[config.mk]
export PLATFORM = sky130hd
export DESIGN_NAME = lcd_io_driver_flat
export DESIGN_NICKNAME = d
export VERILOG_FILES = /design/src/rtl/lcd_io_driver_if.sv /design/src/rtl/lcd_io_driver.sv /design/src/flat_wrapper.sv
export SDC_FILE = /design/constraint.sdc
export NUM_CORES = 1
export LEC_CHECK = 0
export CAP_MARGIN = 20
export CORE_MARGIN = 8
export CORE_UTILIZATION = 55
export DETAILED_ROUTE_END_ITERATION = 7
export DONT_BUFFER_PORTS = 1
export PLACE_DENSITY_LB_ADDON = 0.05
export REMOVE_ABC_BUFFERS = 1
export SETUP_SLACK_MARGIN = 0.5
export SLEW_MARGIN = 0
export SYNTH_ARGS = -nofsm -noshare
export SYNTH_HDL_FRONTEND = slang
export SYNTH_SLANG_ARGS = --single-unit
[constraint.sdc]
create_clock -name clk_i -period 1.75 [get_ports clk_i]
set_input_delay 0.0875 -clock clk_i [delete_from_list [all_inputs] [get_ports clk_i]]
set_output_delay 0.0875 -clock clk_i [all_outputs]
set_load 0.01 [all_outputs]
[src/rtl/lcd_io_driver_if.sv]
// Bundles the CPU LCD output word with the board-side LCD pins and status returns.
// master = CPU/top-level side driving the word, slave = the LCD write-cycle engine.
interface lcd_io_driver_if;
   logic [31:0] io_lcd_i;
   logic [7:0]  lcd_data_o;
   logic        lcd_rs_o;
   logic        lcd_rw_o;
   logic        lcd_en_o;
   logic        lcd_on_o;
   logic        lcd_blon_o;
   logic        busy_o;
   logic        ack_o;
   logic        done_o;

   modport master (
      output io_lcd_i,
      input  lcd_data_o, lcd_rs_o, lcd_rw_o, lcd_en_o, lcd_on_o, lcd_blon_o,
      input  busy_o, ack_o, done_o
   );

   modport slave (
      input  io_lcd_i,
      output lcd_data_o, lcd_rs_o, lcd_rw_o, lcd_en_o, lcd_on_o, lcd_blon_o,
      output busy_o, ack_o, done_o
   );
endinterface

[src/rtl/lcd_io_driver.sv]
// Turns each REQ toggle in the CPU LCD word into one timed HD44780 write cycle:
// setup, EN pulse, hold, then the command execution wait.
module lcd_io_driver #(
   parameter int unsigned T_SETUP    = 4,
   parameter int unsigned T_EN       = 12,
   parameter int unsigned T_HOLD     = 4,
   parameter int unsigned T_CMD_WAIT = 2000,
   parameter int unsigned T_CLR_WAIT = 82000
) (
   input logic           clk_i,
   input logic           rst_ni,
   lcd_io_driver_if.slave bus
);

   localparam int unsigned MAX_AB = (T_SETUP > T_EN) ? T_SETUP : T_EN;
   localparam int unsigned MAX_CD = (T_HOLD > T_CMD_WAIT) ? T_HOLD : T_CMD_WAIT;
   localparam int unsigned MAX_ABCD = (MAX_AB > MAX_CD) ? MAX_AB : MAX_CD;
   localparam int unsigned MAX_T = (MAX_ABCD > T_CLR_WAIT) ? MAX_ABCD : T_CLR_WAIT;
   localparam int unsigned CNT_W = $clog2(MAX_T) + 1;

   localparam logic [CNT_W-1:0] SETUP_LAST = CNT_W'(T_SETUP - 1);
   localparam logic [CNT_W-1:0] EN_LAST    = CNT_W'(T_EN - 1);
   localparam logic [CNT_W-1:0] HOLD_LAST  = CNT_W'(T_HOLD - 1);
   localparam logic [CNT_W-1:0] CMD_LAST   = CNT_W'(T_CMD_WAIT - 1);
   localparam logic [CNT_W-1:0] CLR_LAST   = CNT_W'(T_CLR_WAIT - 1);

   typedef enum logic [2:0] {
      ST_IDLE,
      ST_SETUP,
      ST_PULSE,
      ST_HOLD,
      ST_WAIT
   } state_t;

   state_t           state_reg;
   logic [CNT_W-1:0] cnt_reg;
   logic [7:0]       data_reg;
   logic             rs_reg;
   logic             en_reg;
   logic             on_reg;
   logic             blon_reg;
   logic             busy_reg;
   logic             ack_reg;
   logic             done_reg;
   logic             req_seen_reg;

   logic             long_wait;
   logic [CNT_W-1:0] wait_last;
   logic             unused_bits;

   // Clear-display and return-home need the long execution wait.
   assign long_wait = !rs_reg && (data_reg == 8'h01 || data_reg == 8'h02 || data_reg == 8'h03);
   assign wait_last = long_wait ? CLR_LAST : CMD_LAST;
   assign unused_bits = ^bus.io_lcd_i[29:10];

   always_ff @(posedge clk_i) begin
      if (!rst_ni) begin
         state_reg    <= ST_IDLE;
         cnt_reg      <= '0;
         data_reg     <= 8'h00;
         rs_reg       <= 1'b0;
         en_reg       <= 1'b0;
         on_reg       <= 1'b0;
         blon_reg     <= 1'b0;
         busy_reg     <= 1'b0;
         ack_reg      <= 1'b0;
         done_reg     <= 1'b0;
         req_seen_reg <= bus.io_lcd_i[9];
      end else begin
         on_reg   <= bus.io_lcd_i[31];
         blon_reg <= bus.io_lcd_i[30];
         done_reg <= 1'b0;
         case (state_reg)
            ST_IDLE: begin
               if (bus.io_lcd_i[9] != req_seen_reg) begin
                  data_reg     <= bus.io_lcd_i[7:0];
                  rs_reg       <= bus.io_lcd_i[8];
                  req_seen_reg <= bus.io_lcd_i[9];
                  busy_reg     <= 1'b1;
                  cnt_reg      <= '0;
                  state_reg    <= ST_SETUP;
               end
            end
            ST_SETUP: begin
               if (cnt_reg == SETUP_LAST) begin
                  cnt_reg   <= '0;
                  en_reg    <= 1'b1;
                  state_reg <= ST_PULSE;
               end else begin
                  cnt_reg <= cnt_reg + CNT_W'(1);
               end
            end
            ST_PULSE: begin
               if (cnt_reg == EN_LAST) begin
                  cnt_reg   <= '0;
                  en_reg    <= 1'b0;
                  state_reg <= ST_HOLD;
               end else begin
                  cnt_reg <= cnt_reg + CNT_W'(1);
               end
            end
            ST_HOLD: begin
               if (cnt_reg == HOLD_LAST) begin
                  cnt_reg   <= '0;
                  state_reg <= ST_WAIT;
               end else begin
                  cnt_reg <= cnt_reg + CNT_W'(1);
               end
            end
            ST_WAIT: begin
               if (cnt_reg == wait_last) begin
                  cnt_reg   <= '0;
                  busy_reg  <= 1'b0;
                  ack_reg   <= ~ack_reg;
                  done_reg  <= 1'b1;
                  state_reg <= ST_IDLE;
               end else begin
                  cnt_reg <= cnt_reg + CNT_W'(1);
               end
            end
            default: begin
               cnt_reg   <= '0;
               en_reg    <= 1'b0;
               busy_reg  <= 1'b0;
               state_reg <= ST_IDLE;
            end
         endcase
      end
   end

   assign bus.lcd_data_o = data_reg;
   assign bus.lcd_rs_o   = rs_reg;
   assign bus.lcd_rw_o   = 1'b0;
   assign bus.lcd_en_o   = en_reg;
   assign bus.lcd_on_o   = on_reg;
   assign bus.lcd_blon_o = blon_reg;
   assign bus.busy_o     = busy_reg;
   assign bus.ack_o      = ack_reg;
   assign bus.done_o     = done_reg;

endmodule

[src/flat_wrapper.sv]
// flat-port wrapper written by rule: the top's interface ports become plain ports
module lcd_io_driver_flat 
#(
   parameter int unsigned T_SETUP    = 4,
   parameter int unsigned T_EN       = 12,
   parameter int unsigned T_HOLD     = 4,
   parameter int unsigned T_CMD_WAIT = 2000,
   parameter int unsigned T_CLR_WAIT = 82000
)
  (clk_i, rst_ni, bus_io_lcd_i, bus_lcd_data_o, bus_lcd_rs_o, bus_lcd_rw_o, bus_lcd_en_o, bus_lcd_on_o, bus_lcd_blon_o, bus_busy_o, bus_ack_o, bus_done_o);
  lcd_io_driver_if bus_i ();
  input logic clk_i;
  input logic rst_ni;
  input wire logic [$bits(bus_i.io_lcd_i)-1:0] bus_io_lcd_i;
  output wire logic [$bits(bus_i.lcd_data_o)-1:0] bus_lcd_data_o;
  output wire logic [$bits(bus_i.lcd_rs_o)-1:0] bus_lcd_rs_o;
  output wire logic [$bits(bus_i.lcd_rw_o)-1:0] bus_lcd_rw_o;
  output wire logic [$bits(bus_i.lcd_en_o)-1:0] bus_lcd_en_o;
  output wire logic [$bits(bus_i.lcd_on_o)-1:0] bus_lcd_on_o;
  output wire logic [$bits(bus_i.lcd_blon_o)-1:0] bus_lcd_blon_o;
  output wire logic [$bits(bus_i.busy_o)-1:0] bus_busy_o;
  output wire logic [$bits(bus_i.ack_o)-1:0] bus_ack_o;
  output wire logic [$bits(bus_i.done_o)-1:0] bus_done_o;
  assign bus_i.io_lcd_i = bus_io_lcd_i;
  assign bus_lcd_data_o = bus_i.lcd_data_o;
  assign bus_lcd_rs_o = bus_i.lcd_rs_o;
  assign bus_lcd_rw_o = bus_i.lcd_rw_o;
  assign bus_lcd_en_o = bus_i.lcd_en_o;
  assign bus_lcd_on_o = bus_i.lcd_on_o;
  assign bus_lcd_blon_o = bus_i.lcd_blon_o;
  assign bus_busy_o = bus_i.busy_o;
  assign bus_ack_o = bus_i.ack_o;
  assign bus_done_o = bus_i.done_o;
  lcd_io_driver #(.T_SETUP(T_SETUP), .T_EN(T_EN), .T_HOLD(T_HOLD), .T_CMD_WAIT(T_CMD_WAIT), .T_CLR_WAIT(T_CLR_WAIT)) u_core (.clk_i(clk_i), .rst_ni(rst_ni), .bus(bus_i));
endmodule
==> impl_results.md, run 1 <==
* Placed cell area at 2210 um2
* Vias post-DR at 2,167
* Area grow syn2layout at 51.7%
* Synth Cell Area at 1900 um2
* Fin. Hold Viols at 0
* CTS H-tree depth at 2
* Worst EP required at 2.03 ns
* Post-Synth Simple-Gate Area at a little under 30%
* Core area at 3340 um2
* Antenna diodes at 0
* Slew Limit Fails at 0
* CTS clock-pin slew for the worst setup and hold paths at 0.12 ns
* XOR/XNOR share of the synthesized area at ~4.6%
* Routed vias/inst at ~6.5
* Die H at 74.7 um
* Port-buffer cells at 0
* Fin nets at 322
* DR WL/cell at 22.8 um
* CP peak stage delay at 0.36 ns
* CP arrival at 2.23 ns
* Leakage at 1.13 nW
* Ys async rst share at 0%
* Hold Crit Class: primary input to flip-flop
* FF-to-FF path depth at 7
* Failing checks: negative setup slack
* Total CTS buffers at 5
* Synth Area in Adders at less than 1%
* Largest family of logic cells by synthesized area: simple AND/OR/NAND/NOR gates
* Setup CP Type: flip-flop to flip-flop
* First DRT Iteration DRCs at 260
* Worst-skew pair later-pin latency at ~0.36 ns
* Reg power frac at 49.1%
* Slew Limit Headroom at 22.5%
* Final Non-Filler Cells at approximately 330
* Max-Cap Viols at 0
* Sw Ratio at 33.0%
* Post-synthesis compound-gate area fraction at 16.5%
* Die area at 5590 um2
* Max FFs per register at 18
* Slew @ Worst Pin at 1.16 ns
* Outcome: finished, violations left
* CP Cell Sequence: nor4_4 -> o211ai_1 -> mux2i_2 -> o21ba_4 -> buf_4 -> o21ai_2 -> o21ai_1
* ANT nets after route at 0
* GRT overflow at 0
* CP startpoint kind: flip-flop
* RSZ-0062 raised after global routing: true
* Max IR drop VDD at between 400 and 500 uV
* Post-Route WL at 7610 um
* DRT Pass-1 Iters at 5
* Yosys reg bits at 37
* Number of global-route vias before repair at 2,076
* CTS root buf: clkbuf_4
* Number of synthesized flops with an enable pin at 1
* Clock skew at 0.0118 ns
* Final setup viols at 19
* Main synth FF type: dfxtp_1
* Starting Density at 56.9%
* CP Capture Type: flip-flop
* Row cnt at 21
* Antenna violations before repair at 0
* CTS max path bufs at 2
* Slowest cell on crit path: dfxtp_2
* Final WS setup at -0.202 ns
* WHS Path Cells at 3
* Final Wtd Congestion at 0.970
* Residual DRC count at 0
* Largest net degree at the start of global routing at 31
* GRT Overall Usage at 24.2%
* CTS tree: built
* Combinational Power Share at 27.4%
* Netlist cell types at 50
* Critical Path Fanout Max at 6
* Final period utilization at 112%
* Max frequency at ~500 MHz
* Mux cell area share after synthesis at 5.27%
* First-pass GRT wire length at ~10,000 um
* Post-synthesis average cell area at about 8.7 um2
* Clock network fraction of total power at 23.5%
* Post-synthesis sequential area ratio at 39.6%
* NetSw at 641 uW
* Pwr/cell area at 673 nW/um2
* Power Internal at 1.30 mW
* Dpl hpwl at 3570 um
* # IOs at 50
* Minimum clock period at 1.95 ns
* Share of cells above drive strength 1 at 43.1%
* Yosys warns at 0
* Layout Cell Area excl Fill at 2880 um2
* Cells after Synth at 218
* Placed cell count at 296
* Sinks on Clock Net at 37
* Die width at 74.7 um
==> cells by family (layout without fill, tap and decap cells) <==
group                      Yosys count  after routing
other                                1              1
AOI/OAI and AO/OA                   44             46
xor gates and xnor gates            10             10
DFF                                 37             37
muxes                               10             10
adders and majority gates            1              1
and+or+nand+nor                    101            102
buffers and inverters               14             81
==> power by group through the flow <==
stage	sequential, mW	clock, mW	combinational (mW)
2_1_floorplan	0.955	0	0.176
5_1_grt	0.956	0.494	0.558
3_5_place_dp	0.944	0	0.309
6_report	0.953	0.455	0.531
3_3_place_gp	0.943	0	0.296
4_1_cts	0.941	0.442	0.410
==> repair_timing <==
action / 4_1_cts / 5_1_grt
hold endpoints to repair: 38 / 0
resized for setup: 62 / 25
pin swaps: 24 / 20
endpoints found under the setup margin: 35 / 35
setup buffers: 10 / 4
cloned: 2 / 1
hold buffers: 13 / 0
==> cell type report <==
type / instances / area [um2]
multi-input combinational: 170 / 1400
sequential: 37 / 771
timing repair buffer: 70 / 584
fill: 160 / 457
tap: 46 / 57.6
clock buffer: 6 / 41.3
inverter: 3 / 15.0
clock inverter: 2 / 10.0
==> path summary, 6_finish.rpt <==
check / startpoint / endpoint / slack (ns)
setup reg to reg: u_core.bus.lcd_data_o[5]$_SDFFE_PN0P_ / u_core.cnt_reg[9]$_SDFFE_PN0P_ / -0.20
hold reg to reg: u_core.cnt_reg[1]$_SDFFE_PN0P_ / u_core.cnt_reg[1]$_SDFFE_PN0P_ / 0.62
setup / recovery: u_core.bus.lcd_data_o[5]$_SDFFE_PN0P_ / u_core.cnt_reg[9]$_SDFFE_PN0P_ / -0.20
hold / removal: rst_ni / u_core.cnt_reg[14]$_SDFFE_PN0P_ / 0.02
==> synth_stat cells, types with 2 or more instances <==
| cell | number | share of area [%] |
|---|---|---|
| dfxtp_1 | 36 | 38 |
| nand2_1 | 29 | 5.7 |
| nor2b_1 | 15 | 4.9 |
| o21ai_0 | 11 | 2.9 |
| mux2i_1 | 10 | 5.3 |
| nor2_1 | 10 | 2.0 |
| and2_1 | 8 | 2.6 |
| nand3_1 | 7 | 1.8 |
| o211ai_1 | 7 | 2.8 |
| and3_1 | 6 | 2.0 |
| nor4_1 | 6 | 2.0 |
| xnor2_1 | 6 | 2.8 |
| nor3_1 | 5 | 1.3 |
| a21boi_0 | 4 | 1.6 |
| nand4_1 | 4 | 1.3 |
| o21ai_1 | 4 | 1.1 |
| xor2_1 | 4 | 1.8 |
| a21oi_1 | 3 | 0.79 |
| clkbuf_1 | 3 | 0.59 |
| clkbuf_2 | 3 | 0.79 |
| inv_1 | 3 | 0.59 |
| a31oi_1 | 2 | 0.66 |
| buf_2 | 2 | 0.53 |
| buf_6 | 2 | 1.2 |
| nand3b_1 | 2 | 0.79 |
| o311ai_1 | 2 | 0.92 |
==> placed cells by master, fill, tap and decap left out, drive strengths merged, types with 5 or more instances in the layout <==
master,n
and2,8
nand2,30
nor2,11
o211ai,8
buf,57
and3,6
xnor2,6
dlygate4sd3,13
dfxtp,36
nor2b,15
clkbuf,6
nor4,8
mux2i,10
nor3,5
nand3,7
o21ai,19
==> worst max-delay path: cells and delay by family, from the launching register on <==
| family | cells | cell delay, ns |
|---|---|---|
| simple gates | 1 | 0.27 |
| mux | 1 | 0.30 |
| buf+inv | 1 | 0.14 |
| compound gates | 4 | 0.79 |
| flops | 1 | 0.36 |
==> stage by stage <==
stage	worst slack (ns)	total power [mW]	hold slack, ns	util (%)	setup TNS [ns]
after detailed placement	-0.226	1.25	0.187	66.3	-2.50
after global placement	-0.148	1.24	0.187	66.3	-1.37
final	-0.202	1.94	0.0212	86.3	-2.85
after floorplan	-0.0496	1.13	0.186	-	-0.300
after CTS	-0.0806	1.79	0.0231	81.8	-0.862
after global routing	-0.282	2.01	0.0107	86.3	-4.24
==> per-layer routing <==
metal,GRT usage [%],up-vias,share of wire [%]
met4,12.4,0,5.7
met3,7.72,47,9.1
li1,-,928,-
met5,0,-,0
met1,24.7,1025,36
met2,43.1,167,50
Power figures use the tool's default switching activity.
==> inputs of run 2 (changes only) <==
--- a/constraint.sdc
+++ b/constraint.sdc
@@ -3,2 +3,2 @@
 set_output_delay 0.0875 -clock clk_i [all_outputs]
-set_load 0.01 [all_outputs]
+set_load 0.1 [all_outputs]
==> run 2 against run 1 <==
The flow still finishes with violations (negative setup slack). First-iteration DRC count down 6.9%. Die area stayed put. Count of clock-buffer cells in the layout unchanged. Sequential cell count is the same. Setup slack worse by 0.053 ns. Power up 15%. Cell area is 5.0% higher. Register-to-register slack got worse by 0.05 ns. Global-route usage decreased by 2.5 points. Sequential share of layout area shrank 1.1 points. Critical path type unchanged.
==> impl_results.md, run 2 (synthesis results as in run 1) <==
* Failing checks: negative setup slack
* # IOs at 50 (unchanged)
* Total CTS buffers at 5 (unchanged)
* Worst EP required at 1.99 ns (-0.04 ns)
* Layout Cell Area excl Fill at 3020 um2 (+5.0%)
* Die width at 74.7 um (unchanged)
* Max-Cap Viols at 0 (unchanged)
* Setup TNS Final at -3.49 ns (-0.641 ns)
* Most frequent cells in the layout: buf_4 (57), nand2_1 (26), dfxtp_1 (23)
* Final Wtd Congestion at 0.920 (-5.1%)
* Pwr Total at 2.23 mW (+15%)
* Final period utilization at 115% (+3.0 points)
* Placed cell count at 300 (+1.4%)
* CP Capture Type: flip-flop
* Post-Route WL at 7780 um (+2.3%)
* CP startpoint kind: flip-flop
* Vias post-DR at 2,211 (+2.0%)
* Starting Density at 56.9% (unchanged)
* Hold WS at 0.0104 ns (-0.0108 ns)
* Minimum clock period at 2.00 ns (+0.0527 ns)
* Die H at 74.7 um (unchanged)
* Hold path start: rst_ni
* Final Core Density at 90.6% (+4.3 points)
* CP Buf/Inv Count at 1 (unchanged)
* CTS tree: built
* Reg2reg start: u_core.cnt_reg[0]$_SDFFE_PN0P_
* Area grow syn2layout at 59.3%
* Crit path max-delay family: compound AO/OA/AOI/OAI gates
* Clock skew at 0.0265 ns (+0.0147 ns)
* Setup CP Type: flip-flop to flip-flop
* CP Cell Sequence: ha_4 -> nand3_4 -> nor4_2 -> nand3_1 -> o21ba_4 -> buf_12 -> o2111ai_4 -> o311ai_2
* DR WL/cell at 22.6 um (-0.65%)
* Max FFs per register at 18 (unchanged)
* Max frequency at 499 MHz (-2.6%)
* Pwr/cell area at 737 nW/um2 (+9.4%)
* Port-buffer cells at 0 (unchanged)
* WHS Path Cells at 2 (-1)
* Slowest cell on crit path: dfxtp_2
* Dpl hpwl at 3580 um (+0.30%)
* CP arrival at 2.25 ns (+0.02 ns)
* Final setup viols at 21 (+2)
* Slew Limit Fails at 0 (unchanged)
* CTS root buf: clkbuf_4
* CP peak stage delay at 0.37 ns (about the same)
* GRT overflow at 0 (unchanged)
* Row cnt at 21 (unchanged)
* Die area at 5590 um2 (unchanged)
* CTS clock-pin slew for the worst setup and hold paths at 0.14 ns (+0.02 ns)
* DRT Pass-1 Iters at 5 (unchanged)
* Routed vias/inst at 6.43 (-0.94%)
* RR Endpoint: u_core.cnt_reg[8]$_SDFFE_PN0P_
* Critical Path Fanout Max at 7 (+1)
* Placed cell area at 2250 um2 (+1.9%)
* Core area at 3340 um2 (unchanged)
* First DRT Iteration DRCs at 242 (-6.9%)
* Sinks on Clock Net at 37 (unchanged)
* FF-to-FF path depth at 8 (+1)
* Final Non-Filler Cells at 344 (+3.0%)
* CTS H-tree depth at 2 (unchanged)
* Number of global-route vias before repair at 2,034 (-2.0%)
* Fin nets at 332 (+3.1%)
* Worst-skew pair later-pin latency at 0.38 ns (+0.02 ns)
* Final WS setup at -0.254 ns (-0.0527 ns)
* First-pass GRT wire length at 9340 um (-8.5%)
* Outcome: finished, violations left
* Max IR drop VDD at 539 uV (+20%)
* Leakage at 1.21 nW (+7.6%)
* Worst reg-to-reg setup slack at -0.25 ns (-0.05 ns)
* Residual DRC count at 0 (unchanged)
* Fin. Hold Viols at 0 (unchanged)
* RSZ-0062 raised after global routing: true
* Share of cells above drive strength 1 at 46.0% (+2.9 points)
* Hold Crit Class: primary input to flip-flop
* Hold EP: u_core.bus.busy_o$_SDFFE_PN0P_
* Largest net degree at the start of global routing at 36 (+16%)
* Pre-CTS setup slack at -0.284 ns (-0.0578 ns)
* ANT nets after route at 0 (unchanged)
* GRT Overall Usage at 21.7% (-2.5 points)
* Most common cell after layout, fill and taps aside: buf_4
* Antenna violations before repair at 0 (unchanged)
* CTS max path bufs at 2 (unchanged)
* Antenna diodes at 0 (unchanged)
[run 2: changes by cell type in the layout (fill, tap and decap cells not counted), sizes merged]
cell / before / now
dlygate4sd3: 13 / 12
o21ai: 19 / 18
buf: 57 / 69
[run 2: worst reg2reg max path, delay by kind of cell (launching register included)]
kind,cells,cell delay (ns)
AOI/OAI and AO/OA,3,0.65
and+or+nand+nor,3,0.54
DFF,1,0.37
adders and majority gates,1,0.16
buffers and inverters,1,0.15
[run 2: metal layers]
layer  global-route usage (%)  vias to the layer above  wire [um]
li1                         -                      940          -
met1                     22.4                     1065       2810
met2                     38.3                      161       3890
met3                     5.06                       45        656
met4                     14.3                        0        431
met5                        0                        -          0
[run 2: worst max-delay path by stage]
stage	from	to	slack (ns)	cells after the start
detailed placement	u_core.cnt_reg[1]$_SDFFE_PN0P_	u_core.cnt_reg[8]$_SDFFE_PN0P_	-0.28	7
finish	u_core.cnt_reg[0]$_SDFFE_PN0P_	u_core.cnt_reg[8]$_SDFFE_PN0P_	-0.25	8
global route	u_core.cnt_reg[0]$_SDFFE_PN0P_	u_core.cnt_reg[8]$_SDFFE_PN0P_	-0.39	8
CTS	u_core.cnt_reg[1]$_SDFFE_PN0P_	u_core.cnt_reg[7]$_SDFFE_PN0P_	-0.08	8
global placement	u_core.cnt_reg[11]$_SDFFE_PN0P_	u_core.cnt_reg[7]$_SDFFE_PN0P_	-0.13	6
floorplan	u_core.bus.lcd_data_o[5]$_SDFFE_PN0P_	u_core.cnt_reg[10]$_SDFFE_PN0P_	-0.46	6
[run 2: report_power, final]
part / internal [mW] / switching (mW) / leakage [nW]
registers: 0.889 / 0.0448 / 0.310
logic: 0.287 / 0.528 / 0.871
clock network: 0.153 / 0.326 / 0.0320
[run 2: layout make-up]
| class | instances | area, um2 |
|---|---|---|
| inverters | 3 | 15.0 |
| clock buffers | 6 | 41.3 |
| repair buffers | 81 | 701 |
| flip-flops and latches | 37 | 774 |
| multi-input cells | 169 | 1430 |
| fillers | 115 | 313 |
| well taps | 46 | 57.6 |
| clock inverters | 2 | 10.0 |
[run 2: repair_timing]
action,4_1_cts,5_1_grt
hold endpoints to repair,38,35
pin swaps,25,31
setup buffers,10,11
setup endpoints to repair,35,35
cloned,1,1
gates resized for setup,61,41
hold buffers,3,10
